==> src/rtl/iic_pkg.sv <==
// Shared definitions for the IIC arbiter: FSM state encoding and command field widths.
package iic_pkg;

    localparam int unsigned ADDR_W = 16;
    localparam int unsigned DATA_W = 8;

    typedef enum logic [4:0] {
        StIdle   = 5'b00001,
        StArm    = 5'b00010,
        StLaunch = 5'b00100,
        StBusy   = 5'b01000,
        StResp   = 5'b10000
    } state_t;

endpackage

==> src/rtl/rr_pick.sv <==
// Combinational round-robin picker: first set request bit after the previous winner.
module rr_pick #(
    parameter int unsigned N_REQ = 4,
    parameter int unsigned IDX_W = 2
) (
    input  logic [N_REQ-1:0] req,
    input  logic [IDX_W-1:0] last,
    output logic [N_REQ-1:0] winner,
    output logic [IDX_W-1:0] winner_idx,
    output logic             valid
);

    logic [IDX_W-1:0] idx;

    // Scan last+1 .. last+N_REQ; the final candidate is 'last' itself.
    always_comb begin
        winner     = '0;
        winner_idx = '0;
        valid      = 1'b0;
        idx        = '0;
        for (int unsigned k = 1; k <= N_REQ; k++) begin
            idx = IDX_W'((32'(last) + k) % N_REQ);
            if (!valid && req[idx]) begin
                valid       = 1'b1;
                winner_idx  = idx;
                winner[idx] = 1'b1;
            end
        end
    end

endmodule

==> src/rtl/iic_arbiter.sv <==
// Round-robin arbiter and sequencer sharing one IIC master driver among N_REQ requesters,
// with tick-aligned launch, result return to the winner and a watchdog abort.
module iic_arbiter
    import iic_pkg::*;
#(
    parameter int unsigned N_REQ         = 4,
    parameter int unsigned TIMEOUT_TICKS = 1024
) (
    input  logic                    sys_clk,
    input  logic                    sys_rst,
    input  logic [N_REQ-1:0]        req,
    input  logic [N_REQ-1:0]        req_rh_wl,
    input  logic [N_REQ-1:0]        req_bit_ctrl,
    input  logic [ADDR_W*N_REQ-1:0] req_addr,
    input  logic [DATA_W*N_REQ-1:0] req_wdata,
    output logic [N_REQ-1:0]        gnt,
    output logic [N_REQ-1:0]        req_done,
    output logic [DATA_W-1:0]       rdata,
    output logic                    nack,
    output logic                    timeout,
    input  logic                    dri_tick_clk,
    output logic                    iic_exec,
    output logic                    iic_rh_wl,
    output logic                    iic_bit_ctrl,
    output logic [ADDR_W-1:0]       iic_addr,
    output logic [DATA_W-1:0]       iic_data_w,
    input  logic [DATA_W-1:0]       iic_data_r,
    input  logic                    iic_ack,
    input  logic                    iic_done
);

    localparam int unsigned IDX_W = $clog2(N_REQ);
    localparam int unsigned WD_W  = $clog2(TIMEOUT_TICKS + 1);

    state_t           state_q;
    logic [IDX_W-1:0] last_q;
    logic [IDX_W-1:0] win_idx_q;
    logic [WD_W-1:0]  wdog_q;
    logic [WD_W-1:0]  wdog_inc;

    logic tick_sync_q, tick_prev_q, done_sync_q, done_prev_q;
    logic tick, done_rise;

    logic [N_REQ-1:0]  pick_onehot;
    logic [IDX_W-1:0]  pick_idx;
    logic              pick_valid;
    logic [ADDR_W-1:0] pick_addr;
    logic [DATA_W-1:0] pick_wdata;

    rr_pick #(
        .N_REQ (N_REQ),
        .IDX_W (IDX_W)
    ) u_rr_pick (
        .req        (req),
        .last       (last_q),
        .winner     (pick_onehot),
        .winner_idx (pick_idx),
        .valid      (pick_valid)
    );

    assign pick_addr  = req_addr[pick_idx*ADDR_W +: ADDR_W];
    assign pick_wdata = req_wdata[pick_idx*DATA_W +: DATA_W];

    // The driver clock and done flag come from another clock phase; treat both as data.
    always_ff @(posedge sys_clk or posedge sys_rst) begin
        if (sys_rst) begin
            tick_sync_q <= 1'b0;
            tick_prev_q <= 1'b0;
            done_sync_q <= 1'b0;
            done_prev_q <= 1'b0;
        end else begin
            tick_sync_q <= dri_tick_clk;
            tick_prev_q <= tick_sync_q;
            done_sync_q <= iic_done;
            done_prev_q <= done_sync_q;
        end
    end

    assign tick      = tick_sync_q & ~tick_prev_q;
    assign done_rise = done_sync_q & ~done_prev_q;
    assign wdog_inc  = (wdog_q == '1) ? wdog_q : wdog_q + WD_W'(1);

    always_ff @(posedge sys_clk or posedge sys_rst) begin
        if (sys_rst) begin
            state_q      <= StIdle;
            last_q       <= IDX_W'(N_REQ - 1);
            win_idx_q    <= '0;
            wdog_q       <= '0;
            gnt          <= '0;
            req_done     <= '0;
            rdata        <= '0;
            nack         <= 1'b0;
            timeout      <= 1'b0;
            iic_exec     <= 1'b0;
            iic_rh_wl    <= 1'b0;
            iic_bit_ctrl <= 1'b0;
            iic_addr     <= '0;
            iic_data_w   <= '0;
        end else begin
            req_done <= '0;
            unique case (state_q)
                StIdle: begin
                    if (pick_valid) begin
                        gnt          <= pick_onehot;
                        win_idx_q    <= pick_idx;
                        iic_rh_wl    <= req_rh_wl[pick_idx];
                        iic_bit_ctrl <= req_bit_ctrl[pick_idx];
                        iic_addr     <= pick_addr;
                        iic_data_w   <= pick_wdata;
                        state_q      <= StArm;
                    end
                end
                StArm: begin
                    if (tick) begin
                        iic_exec <= 1'b1;
                        state_q  <= StLaunch;
                    end
                end
                StLaunch: begin
                    // Drop exec on the next tick so the driver sees exactly one rising edge.
                    if (tick) begin
                        iic_exec <= 1'b0;
                        wdog_q   <= '0;
                        state_q  <= StBusy;
                    end
                end
                StBusy: begin
                    if (done_rise) begin
                        if (iic_rh_wl) begin
                            rdata <= iic_data_r;
                        end
                        nack    <= iic_ack;
                        timeout <= 1'b0;
                        state_q <= StResp;
                    end else if (tick) begin
                        wdog_q <= wdog_inc;
                        if (wdog_inc == WD_W'(TIMEOUT_TICKS)) begin
                            timeout <= 1'b1;
                            nack    <= 1'b1;
                            state_q <= StResp;
                        end
                    end
                end
                StResp: begin
                    req_done <= gnt;
                    gnt      <= '0;
                    last_q   <= win_idx_q;
                    state_q  <= StIdle;
                end
                default: begin
                    state_q <= StIdle;
                end
            endcase
        end
    end

endmodule

==> config.mk <==
export PLATFORM = sky130hd
export DESIGN_NAME = iic_arbiter
export DESIGN_NICKNAME = d
export VERILOG_FILES = /design/src/rtl/iic_pkg.sv /design/src/rtl/rr_pick.sv /design/src/rtl/iic_arbiter.sv
export SDC_FILE = /design/constraint.sdc
export NUM_CORES = 1
export LEC_CHECK = 0
export ABC_AREA = 0
export CORE_MARGIN = 2
export CORE_UTILIZATION = 47
export DETAILED_ROUTE_END_ITERATION = 12
export GPL_ROUTABILITY_DRIVEN = 0
export PLACE_DENSITY = 0.87
export SLEW_MARGIN = 0
export SYNTH_ARGS = -nofsm -noshare
export SYNTH_HDL_FRONTEND = slang
export SYNTH_SLANG_ARGS = --single-unit
==> constraint.sdc <==
create_clock -name sys_clk -period 5.7 [get_ports sys_clk]
set_input_delay 0.57 -clock sys_clk [delete_from_list [all_inputs] [get_ports sys_clk]]
set_output_delay 0.57 -clock sys_clk [all_outputs]
set_load 0.03 [all_outputs]
# Yosys cells after proc, flatten, opt, wreduce, memory -nomap -nowiden
# Cells that the tools add are included.
# word_totals
ff_bits,69
output_inout_bits,45
elab_cells,131
# classes
addsub,5
order_cmp,9
n_eq_ne,14
n_shift,2
mux,54
bitwise,7
n_reduce_logical,22
# ops
cell,count
$shiftx 64x7->16,1
$mux 11,4
$shiftx 32x6->8,1
$mux 5,6
$mux 4,6
$eq 11x11->1 const B,2
$pmux 11 s2,1
$mux 1,20
$pmux 5 s4,1
$lt 2x3->1 const B,5
$bmux 1 s2,6
$or 4x4->4,3
$add 11x1->11 const B,1
$ne 2x2->1 const B,5
$reduce_bool 2->1,5
$reduce_and 3->1,3
$demux 1 s2,4
$ge 2x1->1 const B,4
$mux 2,4
$pmux 4 s2,1
$logic_and 1x1->1,7
$ne 3x3->1 const B,2
$eq 5x1->1 const B,1
$eq 5x2->1 const B,1
12 further kinds,19

# Logic depth before layout (Yosys ltp)
# Gate-level depths: netlist of the first run.
# depth
ltp_word,15
depth_mapped,11

# Cells and area by module
# Synthesis of the first run repeated with hierarchy kept, for this count alone.
# unflattened
hier_cells,417
hier_area_um2,4309.1
# modules_own_cells
mod,instances,cells_per_inst,area_per_inst_um2,seq_area_each_um2
iic_arbiter,1,331,3679.8,1730.4
rr_pick,1,86,629.4,0.0

# Worst setup path before layout of the first run
# OpenSTA, ideal clock, no wires.
# synth_path
kind,register to register
from,register last_q[0]
to,register iic_data_w[0]
setup_time_ns,0.147
arrival_time_ns,2.932
t_required_ns,5.553
path_slack_ns,2.622
path_stages_with_launch,10
n_path_buf,2
period_less_slack_ns,3.078
path_cell_list,dfstp_2 buf_6 inv_1 ha_1 mux4_2 nor2b_1 or3_1 o211ai_1 clkbuf_1 o221ai_1
# synth_via
elab_chain_cells,14
elab_cells_between_ends,28
classes_between,4 x add/sub; 1 x shift; 16 x mux; 7 x reduce/logical
# synth_lines
element,line,text
start: declaration,iic_arbiter.sv:36,logic [IDX_W-1:0] last_q;
start signal: assignment,iic_arbiter.sv:86,last_q <= IDX_W'(N_REQ - 1);
start signal: assignment,iic_arbiter.sv:147,last_q <= win_idx_q;
$add 2x1->2,rr_pick.sv:22,idx = IDX_W'((32'(last) + k) % N_REQ);
$bmux 1 s2,rr_pick.sv:23,if (!valid && req[idx]) begin
$mux 1 (not written as such),rr_pick.sv:23,
$mux 1,rr_pick.sv:23,
$logic_not 1->1,rr_pick.sv:23,
$logic_and 1x1->1,rr_pick.sv:23,
$mux 1,rr_pick.sv:23,
$logic_not 1->1,rr_pick.sv:23,
$logic_and 1x1->1,rr_pick.sv:23,
$mux 1,rr_pick.sv:23,
$logic_not 1->1,rr_pick.sv:23,
$logic_and 1x1->1,rr_pick.sv:23,
$mux 2 or $mux 1 (tied branches),rr_pick.sv:23,
$shiftx 32x6->8 or $reduce_and 2->1 (tied branches),-,
end signal: assignment,iic_arbiter.sv:109,iic_data_w <= pick_wdata;
end: declaration,iic_arbiter.sv:26,"output logic [DATA_W-1:0] iic_data_w,"
# Parallel ways exist; a longest one is shown, timed or not. The select of a mux whose other input is x is not followed.
# A chain may end at the register's enable or synchronous reset.

# Worst setup path after layout of the first run
# layout_path
from,register last_q[0]
to,register iic_addr[13]
# layout_via
elab_chain_cells,14
elab_cells_between_ends,28
classes_between,4 x add/sub; 1 x shift; 16 x mux; 7 x reduce/logical
# layout_lines
element,line,text
$add 2x1->2,rr_pick.sv:22,
$bmux 1 s2,rr_pick.sv:23,
$mux 1 (not written as such),rr_pick.sv:23,
$mux 1,rr_pick.sv:23,
$logic_not 1->1,rr_pick.sv:23,
$logic_and 1x1->1,rr_pick.sv:23,
$mux 1,rr_pick.sv:23,
$logic_not 1->1,rr_pick.sv:23,
$logic_and 1x1->1,rr_pick.sv:23,
$mux 1,rr_pick.sv:23,
$logic_not 1->1,rr_pick.sv:23,
$logic_and 1x1->1,rr_pick.sv:23,
$mux 2 or $mux 1 (tied branches),rr_pick.sv:23,
$shiftx 64x7->16 or $reduce_and 2->1 (tied branches),-,
end signal: assignment,iic_arbiter.sv:108,iic_addr <= pick_addr;
end: declaration,iic_arbiter.sv:25,"output logic [ADDR_W-1:0] iic_addr,"
# Parallel ways exist; a longest one is shown, timed or not. The select of a mux whose other input is x is not followed.

==> impl_metrics.py, run 1 <==
metrics = {
    "clock_tree": {
        "clockBufferDepth": 2,
        "cts_resized": 0,
        "worstSkewPairLatency_ns": 0.34,
        "cts_made_buffers": 9,
        "root_buffer": "clkbuf_8",
        "cts_htree_levels": 3,
        "clock_sinks": 69,
        "hold_buffers": 0,
        "cts_tree": "done",
        "post-cts-setup-buffers": 0,
        "path_clk_slew_ns": 0.08,
    },
    "power_and_ir_drop": {
        "power_frac_seq_pct": 34.4,
        "p_sw_mw": 0.802,
        "p_int_mw": 1.23,
        "pwr_density_cell_nw_per_um2": 345,
        "ir_drop_uv": 271,
        "leakage_nw": 2.39,
        "switching_share_pct": 39.5,
        "comb_power_share_pct": 44.9,
        "power_frac_clock_pct": 20.6,
    },
    "timing": {
        "final.period_utilization_pct": 69.1,
        "fmax_ghz": 0.254,
        "postLayoutSetupSlackWorst_ns": 1.76,
        "worst_pin_slew_ns": 0.888,
        "rsz0062_at_grt": "no",
        "slew_violations": 0,
        "fin_setup_tns_ns": 0,
        "hold_slack_ns": 0.376,
        "max_slew_margin_pct": 40.8,
        "fin_skew_ns": 0.0121,
        "setup_viol": 0,
        "period_minus_slack_ns": 3.94,
        "finalHoldViolCount": 0,
    },
    "critical_path": {
        "required_ns": 5.89,
        "crit-reg2reg-launch": "last_q[0]",
        "r2r-end": "iic_addr[13]",
        "crit_path_end_kind": "flop",
        "start_kind": "flop",
        "path_class": "reg -> reg",
        "reg2reg_depth": 9,
        "path_max_fanout": 53,
        "r2r_slack_ns": 1.76,
        "cp_data_arrival_time_ns": 4.13,
        "endpoint": "iic_addr[13]",
        "startpoint": "last_q[0]",
    },
    "global_route": {
        "grt_pass1_wl_um": 17500,
        "track_usage_pct": 24.3,
        "global_route.usage.met2_pct": 41.1,
        "grt_use_met1_pct": 30.9,
        "grt.overflow.total": 0,
        "grt_max_degree": 70,
        "antenna_found_initial": 0,
        "grt_pass1_vias": 3552,
        "grt_use_met3_pct": 3.84,
        "busiest_layer": "met2",
    },
    "die": {
        "die_h_um": 96.2,
        "start_util_pct": 48.7,
        "die_x_um": 96.2,
        "dieArea_um2": 9260,
        "core_um2": 8220,
        "ioPinCount": 166,
        "rows": 33,
    },
    "layout": {
        "multi_input_area_um2": 2100,
        "nNetsFinal": 663,
        "register_area_um2": 1730,
        "syn_to_final_growth_pct": 47.1,
        "drive_above_1_share_pct": 8.18,
        "fill_cells": 607,
        "final_util_pct": 71.6,
        "diodes": 0,
    },
    "yosys": {
        "yosys_warnings": 0,
        "ys.flop_type": "dfrtp_1",
        "syn-cell-area_um2": 4000,
        "synth_cells": 373,
        "syn-num-nets": 503,
        "synth_area_per_cell_um2": 10.7,
        "synth-seq-cells": 69,
        "synthArstFlopShare_pct": 100,
        "yosysSeqAreaShare_pct": 43.3,
        "synth_edf_count": 0,
        "synth_cell_types": 57,
    },
    "placement": {
        "post-place-ws_ns": 1.81,
        "numPortBuffers": 165,
        "dp_hpwl_um": 8330,
    },
    "outcome": {
        "status": "finished clean",
    },
    "worst_hold_path": {
        "hold_depth": 0,
        "hold_path.class": "reg -> reg",
    },
    "detailed_routing": {
        "antenna_left": 0,
        "drc": 0,
        "firstDrtPassIters": 4,
        "vias": 3697,
        "wirelength_um": 11500,
        "viasPerCell": 5.75,
        "drtIter0Drc": 197,
        "wl_per_cell_um": 17.9,
    },
    "run": {
        "max-cap-violations": 0,
    },
}
cell usage after synthesis, types with 6 or more instances:
cell | n | area [µm²]
ha_1 | 9 | 113
clkbuf_1 | 12 | 45.0
nand2_1 | 43 | 161
mux2i_1 | 58 | 581
o221ai_1 | 26 | 228
dfrtp_1 | 66 | 1650
inv_1 | 6 | 22.5
nor2_1 | 18 | 67.6
o21ai_0 | 12 | 60.1
nand3_1 | 10 | 50.1
mux2_2 | 10 | 113
a21oi_1 | 11 | 55.1
nor2b_1 | 7 | 43.8
and2_1 | 7 | 43.8
cells in the final DEF (no fill, tap or decap), types with 3 or more instances in the layout:
| master | netlist | final |
|---|---|---|
| dfstp_2 | 3 | 3 |
| dfrtp_1 | 66 | 66 |
| o21ai_1 | 4 | 4 |
| nand2_1 | 43 | 43 |
| buf_4 | 1 | 5 |
| mux2_2 | 10 | 10 |
| o221ai_1 | 26 | 26 |
| clkbuf_8 | 0 | 9 |
| mux4_2 | 4 | 4 |
| nor2b_1 | 7 | 7 |
| ha_1 | 9 | 9 |
| clkdlybuf4s50_1 | 0 | 165 |
| o21ai_0 | 12 | 12 |
| nand2b_1 | 3 | 3 |
| and2_1 | 7 | 7 |
| mux2i_1 | 58 | 58 |
| inv_6 | 0 | 4 |
| nand3_1 | 10 | 10 |
| a22oi_1 | 4 | 4 |
| nor2_1 | 18 | 18 |
| inv_1 | 6 | 5 |
| nor3_1 | 3 | 3 |
| a21oi_1 | 11 | 11 |
| and3_1 | 5 | 5 |
| a221oi_1 | 4 | 4 |
cell families after synthesis:
logic type | after synthesis | synth area share [%]
AND/OR/NAND/NOR | 114 | 14.3
AO/OA/AOI/OAI | 80 | 14.7
multiplexers | 72 | 19.6
flip-flops | 69 | 43.3
buffers and inverters | 27 | 4.88
adder cells (fa/ha/maj) | 9 | 2.82
XOR/XNOR | 2 | 0.438
worst min path at each step:
| stage | from | to | slack (ns) |
|---|---|---|---|
| after floorplan | tick_sync_q | tick_prev_q | 0.35 |
| after global placement | tick_sync_q | tick_prev_q | 0.35 |
| after detailed placement | tick_sync_q | tick_prev_q | 0.35 |
| after CTS | tick_sync_q | tick_prev_q | 0.37 |
| after global routing | tick_sync_q | tick_prev_q | 0.37 |
| final | tick_sync_q | tick_prev_q | 0.38 |
state kept, by name (all words and copies together) (netlist names):
register and count:
done_prev_q 1, done_sync_q 1, gnt 4, iic_addr 16
iic_bit_ctrl 1, iic_data_w 8, iic_exec 1, iic_rh_wl 1
last_q 2, nack 1, rdata 8, req_done 4
state_q 5, tick_prev_q 1, tick_sync_q 1, timeout 1
wdog_q 11, win_idx_q 2
layout make-up:
class / count / area share (%)
repair buffers: 170 / 28.7
multi-input cells: 277 / 35.8
inverters: 6 / 0.383
clock buffers: 9 / 2.11
well taps: 105 / 2.23
flip-flops and latches: 69 / 29.4
clock inverters: 7 / 1.36
metrics by stage:
step,power [mW],std cells,cell area [µm²]
2_1_floorplan,1.22,373,4000
3_3_place_gp,1.59,627,5680
3_5_place_dp,1.62,627,5680
4_1_cts,2.04,643,5880
5_1_grt,2.14,643,5880
6_report,2.03,643,5880
power by group through the flow:
stage	Sequential [mW]	Combinational, mW	Clock [mW]
2_1_floorplan	0.896	0.325	0
3_3_place_gp	0.701	0.891	0
3_5_place_dp	0.707	0.914	0
4_1_cts	0.700	0.919	0.425
5_1_grt	0.714	0.981	0.448
6_report	0.699	0.911	0.419
critical path: stages (launching register included):
cell and delay (ns):
dfstp_2 0.74, inv_1 0.22, ha_1 0.43, mux4_2 0.46
or2_4 0.30, nor3b_1 0.17, a311oi_4 0.26, buf_4 0.71
mux2i_1 0.30, o221ai_1 0.15
layer usage:
layer	up-vias	routed length, µm
li1	1724	-
met1	1807	4620
met2	148	5800
met3	18	838
met4	0	259
met5	-	0
Note: power is estimated with default switching activity, not from simulation.
==> run 2: changes to the inputs <==
--- a/config.mk
+++ b/config.mk
@@ -7,10 +7,10 @@
 export LEC_CHECK = 0
 export ABC_AREA = 0
 export CORE_MARGIN = 2
-export CORE_UTILIZATION = 47
+export CORE_UTILIZATION = 43
 export DETAILED_ROUTE_END_ITERATION = 12
 export GPL_ROUTABILITY_DRIVEN = 0
-export PLACE_DENSITY = 0.87
+export PLACE_DENSITY = 0.8
 export SLEW_MARGIN = 0
 export SYNTH_ARGS = -nofsm -noshare
 export SYNTH_HDL_FRONTEND = slang
==> constraint.sdc (replaced) <==
create_clock -name sys_clk -period 3.9 [get_ports sys_clk]
set_input_delay 0.39 -clock sys_clk [delete_from_list [all_inputs] [get_ports sys_clk]]
set_output_delay 0.39 -clock sys_clk [all_outputs]
set_load 0.03 [all_outputs]
==> impl_metrics.py, run 2 (same netlist as run 1, synthesis figures left out) <==
metrics = {
    "layout": {
        "reg.largest.list": "iic_addr: 16 flops, wdog_q: 11 flops",
        "regMostFlops": "iic_addr",
        "final_common_cell": "clkdlybuf4s50_1",
        "fill_cells": 751,
        "final_cell_mix": "clkdlybuf4s50_1 (165), dfrtp_1 (66), mux2i_1 (58)",
        "drive_above_1_share_pct": 8.69,
        "syn_to_final_growth_pct": 48.3,
        "nNetsFinal": 666,
        "diodes": 0,
        "largest_reg_flops": 16,
    },
    "detailed_routing": {
        "drtIter0Drc": 212,
        "drc": 0,
        "antenna_left": 0,
        "wirelength_um": 11800,
        "wl_per_cell_um": 18.2,
        "viasPerCell": 5.65,
        "vias": 3683,
        "firstDrtPassIters": 5,
    },
    "clock_tree": {
        "path_clk_slew_ns": 0.08,
        "cts_htree_levels": 3,
        "root_buffer": "clkbuf_8",
        "cts_tree": "done",
        "cts_resized": 0,
        "cts_made_buffers": 9,
        "hold_buffers": 0,
        "post-cts-setup-buffers": 0,
        "clock_sinks": 69,
        "clockBufferDepth": 2,
        "worstSkewPairLatency_ns": 0.35,
    },
    "placement": {
        "post-place-ws_ns": 0.352,
        "dp_hpwl_um": 9030,
        "numPortBuffers": 165,
    },
    "timing": {
        "postLayoutSetupSlackWorst_ns": 0.329,
        "rsz0062_at_grt": "no",
        "worst_pin_slew_ns": 0.981,
        "fin_skew_ns": 0.00586,
        "finalHoldViolCount": 0,
        "final.period_utilization_pct": 91.6,
        "slew_violations": 0,
        "setup_viol": 0,
        "fin_setup_tns_ns": 0,
        "fmax_ghz": 0.280,
        "max_slew_margin_pct": 34.5,
        "period_minus_slack_ns": 3.57,
    },
    "global_route": {
        "grt_pass1_vias": 3584,
        "busiest_layer": "met2",
        "track_usage_pct": 23.4,
        "grt.overflow.total": 0,
        "grt_max_degree": 47,
        "grt_pass1_wl_um": 18400,
        "grt_use_met3_pct": 3.83,
        "global_route.usage.met2_pct": 38.0,
        "antenna_found_initial": 0,
        "grt_use_met1_pct": 31.6,
    },
    "critical_path": {
        "slowest_stage": "dfstp_2",
        "path_buf_inv": 2,
        "start_kind": "flop",
        "critical_path.cell_chain": "inv_1 -> ha_1 -> mux4_2 -> or2_4 -> nor3b_1 -> a311oi_4 -> buf_12 -> mux2i_1 -> o221ai_1",
        "cp_data_arrival_time_ns": 3.76,
        "cpPeakStageDelay_ns": 0.72,
        "required_ns": 4.09,
        "crit_path_end_kind": "flop",
        "path_max_fanout": 37,
        "path_class": "reg -> reg",
        "worst_path_dominant_cell_family": "multiplexers",
    },
    "die": {
        "core_um2": 9110,
        "die_x_um": 100,
        "die_h_um": 100,
        "start_util_pct": 43.9,
        "rows": 35,
        "dieArea_um2": 10100,
        "ioPinCount": 166,
    },
    "run": {
        "max-cap-violations": 0,
    },
    "power_and_ir_drop": {
        "ir_drop_uv": 223,
        "pwr_density_cell_nw_per_um2": 503,
        "leakage_nw": 2.41,
    },
    "outcome": {
        "status": "finished clean",
    },
    "worst_hold_path": {
        "hold_path.class": "reg -> reg",
    },
}
## run 2: cell count changes in the layout (fill, tap and decap cells not counted)
cell and delta:
clkinv_4 +2, buf_4 +2, inv_6 -3, clkbuf_8 +1, buf_12 +1
## run 2: final cells by class
type / count / area, µm² / share of cell area [%]
sequential: 69 / 1730 / 29.2
multi-input combinational: 277 / 2100 / 35.5
timing repair buffer: 173 / 1720 / 29.1
clock buffer: 10 / 138 / 2.32
inverter: 6 / 22.5 / 0.380
clock inverter: 6 / 71.3 / 1.20
tap: 111 / 139 / 2.34
## run 2: worst register-to-register path, delay by kind of cell, from the launching register on
family                     cells  cell delay, ns
buffers and inverters          2            0.53
muxes                          2            0.78
adders and majority gates      1            0.44
DFF                            1            0.72
and+or+nand+nor                2            0.47
AOI/OAI and AO/OA              2            0.49
## run 2: path summary, 6_finish.rpt
path / cells after the start / startpoint / slack (ns) / end
hold reg to reg: 0 / tick_sync_q / 0.38 / tick_prev_q
max in group asynchronous: 3 / sys_rst / 2.54 / req_done[3]
min in group asynchronous: 2 / sys_rst / 0.60 / nack
setup / recovery: 9 / last_q[0] / 0.33 / iic_addr[5]
hold / removal: 0 / tick_sync_q / 0.38 / tick_prev_q
setup reg to reg: 9 / last_q[0] / 0.33 / iic_addr[5]
## run 2: power breakdown
| group | internal, mW | leakage [nW] | switching, mW |
|---|---|---|---|
| combinational | 0.599 | 1.43 | 0.757 |
| sequential | 0.901 | 0.876 | 0.114 |
| clock | 0.317 | 0.0991 | 0.295 |
| total | 1.82 | 2.41 | 1.17 |
## run 2: per-layer routing
layer  share of wire (%)  routed length (µm)
met1                  42                4950
met2                  51                6000
met3                 5.3                 628
met4                 2.3                 269
met5                   0                   0
## run 2: metrics by stage
step / area, µm² / cells / power (mW) / hold WS, ns / util (%)
2_1_floorplan: 4000 / 373 / 1.78 / 0.347 / -
3_3_place_gp: 5720 / 636 / 2.36 / 0.356 / 62.8
3_5_place_dp: 5720 / 636 / 2.39 / 0.366 / 62.8
4_1_cts: 5930 / 652 / 3.01 / 0.385 / 65.1
5_1_grt: 5930 / 652 / 3.15 / 0.413 / 65.1
6_report: 5930 / 652 / 2.98 / 0.381 / 65.1
==> run 3: changes to the inputs <==
--- a/config.mk
+++ b/config.mk
@@ -8,6 +8,7 @@
 export ABC_AREA = 0
 export CORE_MARGIN = 2
 export CORE_UTILIZATION = 43
+export CTS_CLUSTER_DIAMETER = 80
 export DETAILED_ROUTE_END_ITERATION = 12
 export GPL_ROUTABILITY_DRIVEN = 0
 export PLACE_DENSITY = 0.8
==> results of run 3 <==
Same layout as run 2: the final DEF is identical, and so are final timing and power.
